`config.mk`:
```
export PLATFORM = sky130hd
export DESIGN_NAME = score_keeper
export DESIGN_NICKNAME = d
export VERILOG_FILES = /design/src/rtl/score_keeper.sv
export SDC_FILE = /design/constraint.sdc
export NUM_CORES = 1
export LEC_CHECK = 0
export ABC_AREA = 1
export ABC_CLOCK_PERIOD_IN_PS = 2000
export BUFFER_PORTS_ARGS = -buffer_cell sky130_fd_sc_hd__buf_2
export CAP_MARGIN = 25
export CORE_MARGIN = 5
export CORE_UTILIZATION = 45
export CTS_CLUSTER_SIZE = 20
export DETAILED_ROUTE_END_ITERATION = 12
export GPL_ROUTABILITY_DRIVEN = 0
export HOLD_SLACK_MARGIN = 0.15
export PLACE_DENSITY_LB_ADDON = 0.08
export SLEW_MARGIN = 20
export SYNTH_ARGS = -nofsm -noshare
export SYNTH_HDL_FRONTEND = slang
export SYNTH_SLANG_ARGS = --single-unit
```
`constraint.sdc`:
```
create_clock -name clk -period 2 [get_ports clk]
set_input_delay 0.2 -clock clk [delete_from_list [all_inputs] [get_ports clk]]
set_output_delay 0.2 -clock clk [all_outputs]
set_load 0.05 [all_outputs]
```
`src/rtl/score_keeper.sv`:
```
// score_keeper: game-state and score generator for the score overlay.
// Counts goal/snitch points with saturation and runs a countdown game timer.
// It sequences IDLE -> PLAYING -> OVER. All outputs are registered.
// Optional feature macro: SCORE_KEEPER_HIGH_SCORE_EN. When it is defined,
// the block keeps the best final score seen since reset.
//
//   state   | meaning
//   --------+------------------------------------------------------------
//   IDLE    | after reset, waiting for a start edge
//   PLAYING | game running: events add points, sec_tick counts down
//   OVER    | game finished, score/time_left frozen until next start edge
module score_keeper #(
  parameter int GOAL_POINTS   = 10,
  parameter int SNITCH_POINTS = 150,
  parameter int GAME_SECONDS  = 120,
  parameter int SCORE_MAX     = 999
) (
  input  logic        clk,
  input  logic        reset,
  input  logic        start,
  input  logic        goal,
  input  logic        snitch,
  input  logic        sec_tick,
  output logic [13:0] score,
  output logic        playing_reg,
  output logic        game_over,
  output logic [7:0]  time_left,
  output logic [13:0] high_score
);

  typedef enum logic [1:0] {
    S_IDLE    = 2'd0,
    S_PLAYING = 2'd1,
    S_OVER    = 2'd2
  } state_e;

  state_e      state_q;
  logic        start_q;
  logic        start_rise;
  logic [13:0] score_q;
  logic [13:0] score_d;
  logic [7:0]  time_q;
  logic [7:0]  time_d;
  logic        playing_q;
  logic        over_q;
  logic [14:0] inc;
  logic [14:0] sum;
  logic        end_game;

  // start_q resets high so a button held through reset release is not an edge
  assign start_rise = start & ~start_q;

  // Saturating score update and countdown; a snitch catch freezes the timer
  always_comb begin
    inc = '0;
    if (goal)   inc = inc + 15'(GOAL_POINTS);
    if (snitch) inc = inc + 15'(SNITCH_POINTS);
    sum      = {1'b0, score_q} + inc;
    score_d  = (sum > 15'(SCORE_MAX)) ? 14'(SCORE_MAX) : sum[13:0];
    end_game = snitch | (sec_tick & (time_q == 8'd1));
    time_d   = time_q;
    if (sec_tick && !snitch) time_d = time_q - 8'd1;
  end

  // Game FSM with registered score, timer and status flags
  always_ff @(posedge clk or negedge reset) begin
    if (!reset) begin
      state_q   <= S_IDLE;
      start_q   <= 1'b1;
      score_q   <= '0;
      time_q    <= 8'(GAME_SECONDS);
      playing_q <= 1'b0;
      over_q    <= 1'b0;
    end else begin
      start_q <= start;
      case (state_q)
        S_PLAYING: begin
          score_q <= score_d;
          time_q  <= time_d;
          if (end_game) begin
            state_q   <= S_OVER;
            playing_q <= 1'b0;
            over_q    <= 1'b1;
          end
        end
        default: begin
          if (start_rise) begin
            state_q   <= S_PLAYING;
            score_q   <= '0;
            time_q    <= 8'(GAME_SECONDS);
            playing_q <= 1'b1;
            over_q    <= 1'b0;
          end
        end
      endcase
    end
  end

  assign score       = score_q;
  assign time_left   = time_q;
  assign playing_reg = playing_q;
  assign game_over   = over_q;

`ifdef SCORE_KEEPER_HIGH_SCORE_EN
  logic [13:0] high_q;

  // Capture the final score on the cycle the game ends, if it is a new best
  always_ff @(posedge clk or negedge reset) begin
    if (!reset) begin
      high_q <= '0;
    end else if (state_q == S_PLAYING && end_game && score_d > high_q) begin
      high_q <= score_d;
    end
  end

  assign high_score = high_q;
`else
  assign high_score = '0;
`endif

endmodule

```
Word level (Yosys, flattened, before mapping). Index checks and enable logic that the tools add are counted.

Add/subtract/negate cells: 3. Magnitude comparators: 1. Eq/ne operators: 4. Multiplexer cells: 17. Bitwise gates (word level): 4. Reductions and logical operators: 5.

Operators with widths (number): two-way mux 14 bit (3); two-way mux 8 bit (3); adder 14 x 15 -> 15 bit (1); adder 15 x 8 -> 15 bit (second input constant) (1); > comparator 15 x 10 -> 1 bit (second input constant) (1); two-way mux 15 bit (1); == test 8 x 1 -> 1 bit (second input constant) (1); subtractor 8 x 1 -> 8 bit (second input constant) (1); two-way mux 1 bit (6); two-way mux 2 bit (3); two-way mux 4 bit (1); != test 2 bit (second input constant) (2); AND reduction 2 bit (2); bitwise AND 1 bit (2); == test 2 x 1 -> 1 bit (second input constant) (1); nonzero test 2 bit (1); logical AND 1 bit (1); zero test 1 bit (1); NOT 1 bit (1); OR 1 bit (1).

Register bits after elaboration: 27. Bits of input ports: 6. Logic and storage cells: 40.

Depth between registers and ports, before layout. Gate-level depths: netlist (run 1).

Depth in word-level cells: 7. Mapped depth: 19.

Worst setup path after synthesis (run 1). Ideal clock, no wire load.

Path kind: register to register. Start: reg score_q[2] (netlist: score[2]). End: reg score_q[0] (netlist: score[0]). Library setup time: 0.119 ns. Arrival: 2.115 ns. Data required time: 1.881 ns. Slack: -0.234 ns. Stages on the path, launching flop included: 18. Clock period less this slack: 2.234 ns. Cell sequence: dfrtp_1 -> inv_1 -> nand2_1 -> and2_1 -> ha_1 -> inv_1 -> nand2_1 -> nand4_1 -> nand2_1 -> inv_1 -> nand2_1 -> nand3_1 -> nand2_1 -> nand3_1 -> nor2_2 -> nand2_2 -> nand2_4 -> nand2_1.

Word-level cells in the longest chain between the ends: 4.

RTL lines: from (decl) (line 40) `logic [13:0] score_q;`; from (signal assigned) (line 78) `score_q <= score_d;`; adder 14 x 15 -> 15 bit (line 58) `sum = {1'b0, score_q} + inc;`; > comparator 15 x 10 -> 1 bit (line 59) `score_d = (sum > 15'(SCORE_MAX)) ? 14'(SCORE_MAX) : sum[13:0];`; two-way mux 14 bit (line 59); two-way mux 14 bit (line 76) `case (state_q)`.

Every way passes these cells. A chain may end at the register's enable or synchronous reset.

Worst setup path after layout (run 1).
Start: reg score_q[2] (netlist: score[2]). End: reg score_q[7] (netlist: score[7]).

Word-level cells in the longest chain between the ends: 4.

RTL lines (line): adder 14 x 15 -> 15 bit (*) (58); > comparator 15 x 10 -> 1 bit (59); two-way mux 14 bit (*) (59); two-way mux 14 bit (*) (76).

Every way passes the cells marked *; elsewhere a longest branch is shown, timed or not.

==> results of run 1 <==
kinds of logic after synthesis:
logic type               count (synthesis)
AO/OA/AOI/OAI                           23
XOR/XNOR                                 3
adder cells (fa/ha/maj)                 11
buffers and inverters                   65
AND/OR/NAND/NOR                        155
other                                    1
flip-flops                              25
stage by stage:
stage	setup slack, ps	cell area [um^2]	power, uW	TNS, ps
2_1_floorplan	-0.787	2040	2090	-3.15
3_3_place_gp	-182	2290	2610	-1750
3_5_place_dp	-230	2290	2620	-2110
4_1_cts	12.0	2360	2930	0
5_1_grt	-148	2540	3300	-1110
6_report	9.39	2540	3060	0
layout make-up:
type | instances | area [um^2]
Inverter | 50 | 188
Tap cell | 50 | 62.6
Sequential cell | 25 | 638
Clock buffer | 4 | 45.0
Fill cell | 392 | 1550
Timing Repair Buffer | 58 | 372
Multi-Input combinational cell | 206 | 1230
worst max-delay path: cells and delay by family, from the launching register on:
family	cells	cell delay, ps
simple gates	14	1220
flops	1	430
fa+ha+maj	1	150
buf+inv	2	130
report_power, final:
part           internal (uW)  switching (uW)  leakage, uW
Sequential               668             158     0.000310
Clock                    142             147    0.0000228
Combinational            656            1290     0.000995
Total                   1470            1600      0.00133
metal layers:
metal	GRT usage [%]	wire, um	vias to the layer above
met5	0	0	-
met4	5.24	35	0
met3	1.45	203	4
met2	32.0	2580	39
met1	23.8	2160	873
li1	-	-	977
layout by cell type (no fill, tap or decap), types with 6 or more instances in the layout:
| cell type | instances |
|---|---|
| sky130_fd_sc_hd__ha_4 | 6 |
| sky130_fd_sc_hd__conb_1 | 14 |
| sky130_fd_sc_hd__buf_4 | 26 |
| sky130_fd_sc_hd__nand3_2 | 6 |
| sky130_fd_sc_hd__inv_1 | 43 |
| sky130_fd_sc_hd__nor2_1 | 24 |
| sky130_fd_sc_hd__dfrtp_1 | 15 |
| sky130_fd_sc_hd__buf_2 | 29 |
| sky130_fd_sc_hd__nand3_1 | 26 |
| sky130_fd_sc_hd__nand2_2 | 13 |
| sky130_fd_sc_hd__inv_2 | 7 |
| sky130_fd_sc_hd__o21ai_0 | 9 |
| sky130_fd_sc_hd__nand2_1 | 66 |
worst paths after layout:
| path | endpoint | slack [ps] | depth (start not counted) |
|---|---|---|---|
| min | time_left[0]$_DFFE_PN0P_ | 310 | 3 |
| min reg2reg | time_left[4]$_DFFE_PN1P_ | 500 | 2 |
| max in group asynchronous | score[7]$_DFFE_PN0P_ | 1140 | 2 |
| max reg2reg | score[7]$_DFFE_PN0P_ | 9 | 17 |
| max | score[7]$_DFFE_PN0P_ | 9 | 17 |
| min in group asynchronous | time_left[0]$_DFFE_PN0P_ | 460 | 2 |
what timing repair did:
item,4_1_cts,5_1_grt
hold buffers,2,0
gates resized for setup,0,33
setup buffers,0,5
endpoints found under the hold margin,21,0
endpoints found under the setup margin,0,10
registers in the layout, summed over array words and instances (netlist names):
register	count
start_q	1
score	14
state_q	2
time_left	8
==> results.md, run 1 <==
- The total leakage power is 0.00133 uW.
- IR analysis of the VDD net gives a maximum drop of 0.000768 V.
- The first-pass GRT wire length is 8140 um.
- Relative to the synthesized area, the layout overhead comes to 30.7%.
- The number of distinct library cell variants in the gate-level netlist after synthesis is 28.
- In this run the standard cell core region covers 4090 um^2.
- The I/O pin count is 44.
- The diode insertion count for antenna repair is 0.
- The worst pin sits at a relative slew slack of 62.8%.
- The all-layer global routing usage is 18.2%.
- After Yosys synthesis, and, or, nand and nor cells account for 36.2% of the synthesized area.
- The floorplan has 23 rows.
- The number of standard cells after synthesis is 283.
- The first-pass iteration count of the detailed router is 4.
- For this configuration, the core starts out at a cell density of 47.5%.
- The portion of synthesized area spent on multiplexers is 0%.
- The initial DRC count is 104.
- Setup violations remaining at the end of the flow were counted as 0.
- The count of pins over their slew limit came to 0.
- The number of max-capacitance violations reported is 0.
- The total vias in the final route is 1,893.
- In the synthesized netlist the dominant register cell turns out to be sky130_fd_sc_hd__dfrtp_1.
- Static timing analysis puts the maximum clock frequency at 502 MHz.
- The largest individual stage delay along the critical path comes from the cell sky130_fd_sc_hd__dfrtp_2.
- Measured on the finished design, the core utilization comes to 62.1%.
- After synthesis, the most frequently instantiated cells are sky130_fd_sc_hd__nand2_1 (74), sky130_fd_sc_hd__inv_1 (48), sky130_fd_sc_hd__nand3_1 (30), sky130_fd_sc_hd__nor2_1 (27), sky130_fd_sc_hd__dfrtp_1 (20).
- The category of the most critical setup path is reg -> reg.
- In this run, placement finished with an instance count of 382.
- The biggest cell delay along the critical path is 430 ps.
- After synthesis, the cell types taking the most area are sky130_fd_sc_hd__dfrtp_1 (26%), sky130_fd_sc_hd__nand2_1 (14%), sky130_fd_sc_hd__inv_1 (9.3%).
- The startpoint identified for the worst register-to-register timing path is score[2]$_DFFE_PN0P_.
- sky130_fd_sc_hd__nand2_1 is the most common cell in the netlist.
- The total global routing overflow is 0.
- For this run, design rule violations remaining after detail routing come to 0.
- Synthesis inferred 25 register bits.
- The number of levels in the clock H-tree is 1.
- STA classifies the critical path endpoint as a flip-flop.
- The tree is rooted in a sky130_fd_sc_hd__clkbuf_8.
- The number of nets in the layout is 361.
- After detailed routing, the number of vias per cell comes to 4.82.
- The number of synthesized flops with an enable pin is 0.
- The xor/xnor cell area share of the yosys netlist is 1.35%.
- Clock tree synthesis inserted a total of 3 buffers.
- The dominant cell type by count on the critical path is sky130_fd_sc_hd__nand2_2.
- The critical-path maximum fanout is 8.
- The worst setup path startpoint is score[2]$_DFFE_PN0P_.
- From left edge to right edge, the die measures 75.7 um.
- The longest clock path from root to sink contains 2 buffers.
- The proportion of synthesized flip-flops having asynchronous set or reset is 100%.
- STA puts the critical path data required time at 2200 ps.
- The time the final worst path needs with I/O delays and setup is 1990 ps.
- After synthesis, the largest family of logic cells by area is simple AND/OR/NAND/NOR gates.
- The count of cells in the finished layout, fillers not included, comes to 393.
- The worst setup path is launched from a flip-flop.
- In this run the most critical hold path is launched from sec_tick.
- The number of hold-slack violations in the final timing report came to 0.
- The via count of the first global-routing pass is 1,877.
- The dominant cell type by area after synthesis is sky130_fd_sc_hd__dfrtp_1.
- The aggregate routed wire length is 4980 um.
- The die area is 5730 um^2.
- The floorplan die height is 75.7 um.
- In the final routed layout, each cell accounts on average for 12.7 um.
- Sequential cells were found to cover 32.5% of the synthesized design area.
- The CTS tree is built.
- The number of clock sinks is 25.
- Setup repair after global routing could not meet its margin everywhere.
- The signal on the critical path passes through inv_2 -> nand2_2 -> and2_4 -> ha_4 -> inv_2 -> nand2_4 -> nand3_4 -> nand2_4 -> nand2_2 -> nand2_1 -> nand2_1 -> nand3_1 -> nor2_1 -> nand3_2 -> nand2_2 -> nand2_4 -> nand2_2.
- At the pin with the least slew margin, the transition time is 557 ps.
- The detail route stage leaves a number of antenna-violating nets equal to 0.
- The later pin in the worst-skew pair is clocked with a latency of 260 ps.
- Hold timing on the final database bottoms out at a slack of 314 ps.
- In this run the cell area of the synthesized design comes to 1940 um^2.
- The synthesized area per cell is 6.86 um^2.
- In this run the worst hold path is classified as in -> reg.
- The clock slew at the register clock pins of the worst setup and hold paths is 80 ps.
- For this run, the number of Yosys warnings is 0.
- The placed wire-length estimate after detailed placement is 3920 um.
- The synthesized design devotes to its leading area cell type 25.8% of total area.
- The number of antenna violations at the first check in global routing is 0.
- The arrival time of data at the critical path endpoint is 2190 ps.
- In the finished design, the share of the clock period the worst path needs comes to 99.5%.
- Entering global routing, the biggest net connects 26 pins.
- The fraction of layout instances using a drive strength above 1 is 34.1%.
- The number of port buffers is 29.
- For the final database, setup skew stands at 1.88 ps.
- The arithmetic-cell share of the synthesized area counting full adders, half adders and majority gates is 7.09%.
- Dividing total power by cell area gives a power density of 1210 nW/um^2.
- Summing the areas of all compound-gate instances in the mapped netlist gives 6.96% of the synthesized area.
- The run finished with clean final reports.
(Power assumes the default switching activity.)
==> run 2: changes to the inputs <==
Settings changed: ABC_CLOCK_PERIOD_IN_PS 2000 to 1950.
Clock period 2 ns to 1.95 ns, I/O delays scaled along.
==> results.md, run 2 (synthesis gave the netlist of run 1 again) <==
- The total leakage power is 0.00134 uW.
- The summed negative setup slack over all endpoints is 0 ps.
- The launching element type of the critical path is a flip-flop.
- In this run the count of I/O pins placed on the die edge is 44.
- The total CTS buffers is 3.
- The aggregate routed wire length is 4750 um.
- For the worst-skew pair, the clock arrives at the later sink with an insertion delay of 260 ps.
- The tightest slew margin relative to the limit is 61.6%.
- Net switching is 51.6% of the power.
- Once placement completed, the tool counted placed cells totaling 386.
- The start point of the worst min-delay path is sec_tick.
- For this run, the top clock speed supported by timing is 514 MHz.
- The total global routing overflow is 0.
- The number of setup violations in the final report is 0.
- The floorplan step set the die height to 75.7 um.
- The DRC violations left is 0.
- The tree built by TritonCTS fans out to 25 sinks.
- The number of cells on the worst reg-to-reg path is 14.
- After filler insertion, the fill cell instance count of the layout stands at 393.
- The first detailed-routing pass took 4 iterations.
- The register with the most flip-flops in the layout has 14 of them.
- The clock slew at the register clock pins of the worst setup and hold paths is 80 ps.
- For this design the total switching power over the nets is 1630 uW.
- The clock root buffer master is sky130_fd_sc_hd__clkbuf_8.
- Across the whole layout, storage elements account for 638 um^2.
- The transition time at the pin with the least slew margin is 577 ps.
- Measured along the x axis, the die boundary spans 75.7 um.
- The final design utilization is 61.5%.
- Once the floorplan was initialized, standard cells occupied 47.5% of the core.
- The layout overhead on the synthesized area is 29.4%.
- The path with the worst hold slack has its endpoint at time_left[0]$_DFFE_PN0P_.
- In this run the worst path has a maximum fanout of 8.
- The count of pins over their slew limit is 0.
- Of the total power, registers draw 26.6%.
- The number of hold-slack violations in the final timing report is 0.
- The share of the cycle needed by the critical path after routing is 99.8%.
- The region available for standard cell placement spans 4090 um^2.
- The number of antenna violations at the first check in global routing came to 0.
- Global routing consumed, over all layers together, 18.6% of the routing resources.
- The required time at the worst-slack endpoint is 2110 ps.
- The most frequent standard cell in the layout excluding fill and tap cells is sky130_fd_sc_hd__nand2_1.
- The worst-case IR drop observed on VDD is 0.000796 V.
- The number of non-filler instances in the completed layout is 396.
- In the final routed layout, each cell accounts on average for 12.0 um.
- The initial DRC count is 108.
- Across the routed clock network, the largest skew measured is 2.41 ps.
- The placed wire-length estimate after detailed placement is 3870 um.
- In this run, the clock network consumes 9.4% of the power.
- In this run the critical register-to-register path is launched from score[3]$_DFFE_PN0P_.
- The die area is 5730 um^2.
- The pin count of the biggest net entering global routing is 26.
- The class of the tightest hold or removal check is in -> reg.
- The detailed-route vias per instance is 4.73.
- The first global-routing pass estimated 8210 um of wire.
- The run finished with clean final reports.
- The total vias in the final route is 1,875.
- The footprint of the multi-input gates is 1190 um^2.
- The number of antenna diodes in the final layout is 0.
- The number of levels in the clock H-tree is 1.
- The clock tree buffer depth is 2.
- The worst setup path is captured at a flip-flop.
- The CTS tree is built.
- In this run the remaining antenna-violating nets after routing total 0.
- The number of port buffers is 29.
- The terminus of the critical flop-to-flop path is score[1]$_DFFE_PN0P_.
- The fraction of layout instances using a drive strength above 1 is 34.1%.
- Row generation in the floorplan step produced 23 rows.
- Setup repair after global routing could not meet its margin everywhere.
- The via count of the first global-routing pass is 1,846.
- The power per cell area is 1250 nW/um^2.
- The top cell types in the final layout, fill and taps aside, are sky130_fd_sc_hd__nand2_1 (67), sky130_fd_sc_hd__inv_1 (44), sky130_fd_sc_hd__buf_4 (30), sky130_fd_sc_hd__buf_2 (29), sky130_fd_sc_hd__nand3_1 (27).
- The number of max-capacitance violations reported is 0.
- The clock period could shrink to 1950 ps.
- The worst hold path passes through 3 cells.
- Once placement finished, the instance area stood at 2320 um^2.
- The critical path is of the reg -> reg type.
- The final design instance area without fill is 2510 um^2.
- In this run, the combinational gates consume 64.0% of the power.
- The internal cell power is 1530 uW.
- The setup check on the worst reg-to-reg path leaves a slack of 4 ps.
- Data on the critical path arrives at its endpoint at 2100 ps.
- The number of nets in the layout is 364.
## run 2: changes by cell type in the layout (fill, tap and decap cells not counted), sizes merged
cell,change
buf,+3
clkbuf,-1
clkinv,+1
## run 2: area by class of cell
cell class                      instances  share of cell area [%]
Clock buffer                            3                    1.64
Multi-Input combinational cell        206                    47.3
Tap cell                               50                    2.49
Sequential cell                        25                    25.4
Timing Repair Buffer                   61                    15.5
Clock inverter                          1                   0.199
Inverter                               50                    7.47
## run 2: worst max path at each step
stage | start | to | slack (ps) | cells after the start
floorplan | score[3]$_DFFE_PN0P_ | score[1]$_DFFE_PN0P_ | -50 | 15
global placement | goal | score[1]$_DFFE_PN0P_ | -220 | 18
detailed placement | goal | score[7]$_DFFE_PN0P_ | -260 | 19
CTS | score[2]$_DFFE_PN0P_ | score[1]$_DFFE_PN0P_ | -10 | 17
global route | score[7]$_DFFE_PN0P_ | score[9]$_DFFE_PN0P_ | -170 | 13
finish | score[3]$_DFFE_PN0P_ | score[1]$_DFFE_PN0P_ | 4 | 14
## run 2: per-stage QoR
step,worst slack (ps),hold slack (ps),power [uW]
final,3.59,304,3150
after global placement,-224,215,2710
after global routing,-166,343,3420
after detailed placement,-260,220,2720
after CTS,-9.92,303,3130
after floorplan,-50.8,-101,2150
## run 2: timing repair
item / in CTS / in global routing
pin swaps: 13 / 8
hold buffers: 2 / 0
resized for setup: 12 / 14
endpoints found under the setup margin: 8 / 12
hold endpoints to repair: 21 / 0
setup buffers: 4 / 0
## run 2: per-layer routing
metal / vias to the layer above / wire (um) / global-route usage [%]
li1: 983 / - / -
met1: 846 / 2110 / 25.2
met2: 44 / 2370 / 32.2
met3: 2 / 241 / 1.58
met4: 0 / 21 / 4.47
met5: - / 0 / 0
## run 2: worst max-delay path, cell delays in order, from the launching register on
cell and delay, ps:
sky130_fd_sc_hd__dfrtp_2 440, sky130_fd_sc_hd__ha_4 300, sky130_fd_sc_hd__nand3_2 70, sky130_fd_sc_hd__nand2_2 90
sky130_fd_sc_hd__inv_2 40, sky130_fd_sc_hd__nand2_2 100, sky130_fd_sc_hd__nand3_2 90, sky130_fd_sc_hd__nand2_4 100
sky130_fd_sc_hd__nand3_2 60, sky130_fd_sc_hd__nand2_1 60, sky130_fd_sc_hd__nand3_1 70, sky130_fd_sc_hd__nor2_2 160
sky130_fd_sc_hd__nand2_2 90, sky130_fd_sc_hd__nand2_4 100, sky130_fd_sc_hd__nand2_1 60
## run 2: power by group through the flow
stage                     Combinational (uW)  Clock [uW]  Sequential, uW
after floorplan                          835           0            1310
after global placement                  1870           0             845
after detailed placement                1880           0             846
after CTS                               1980         312             836
after global routing                    2210         333             869
final                                   2020         297             838
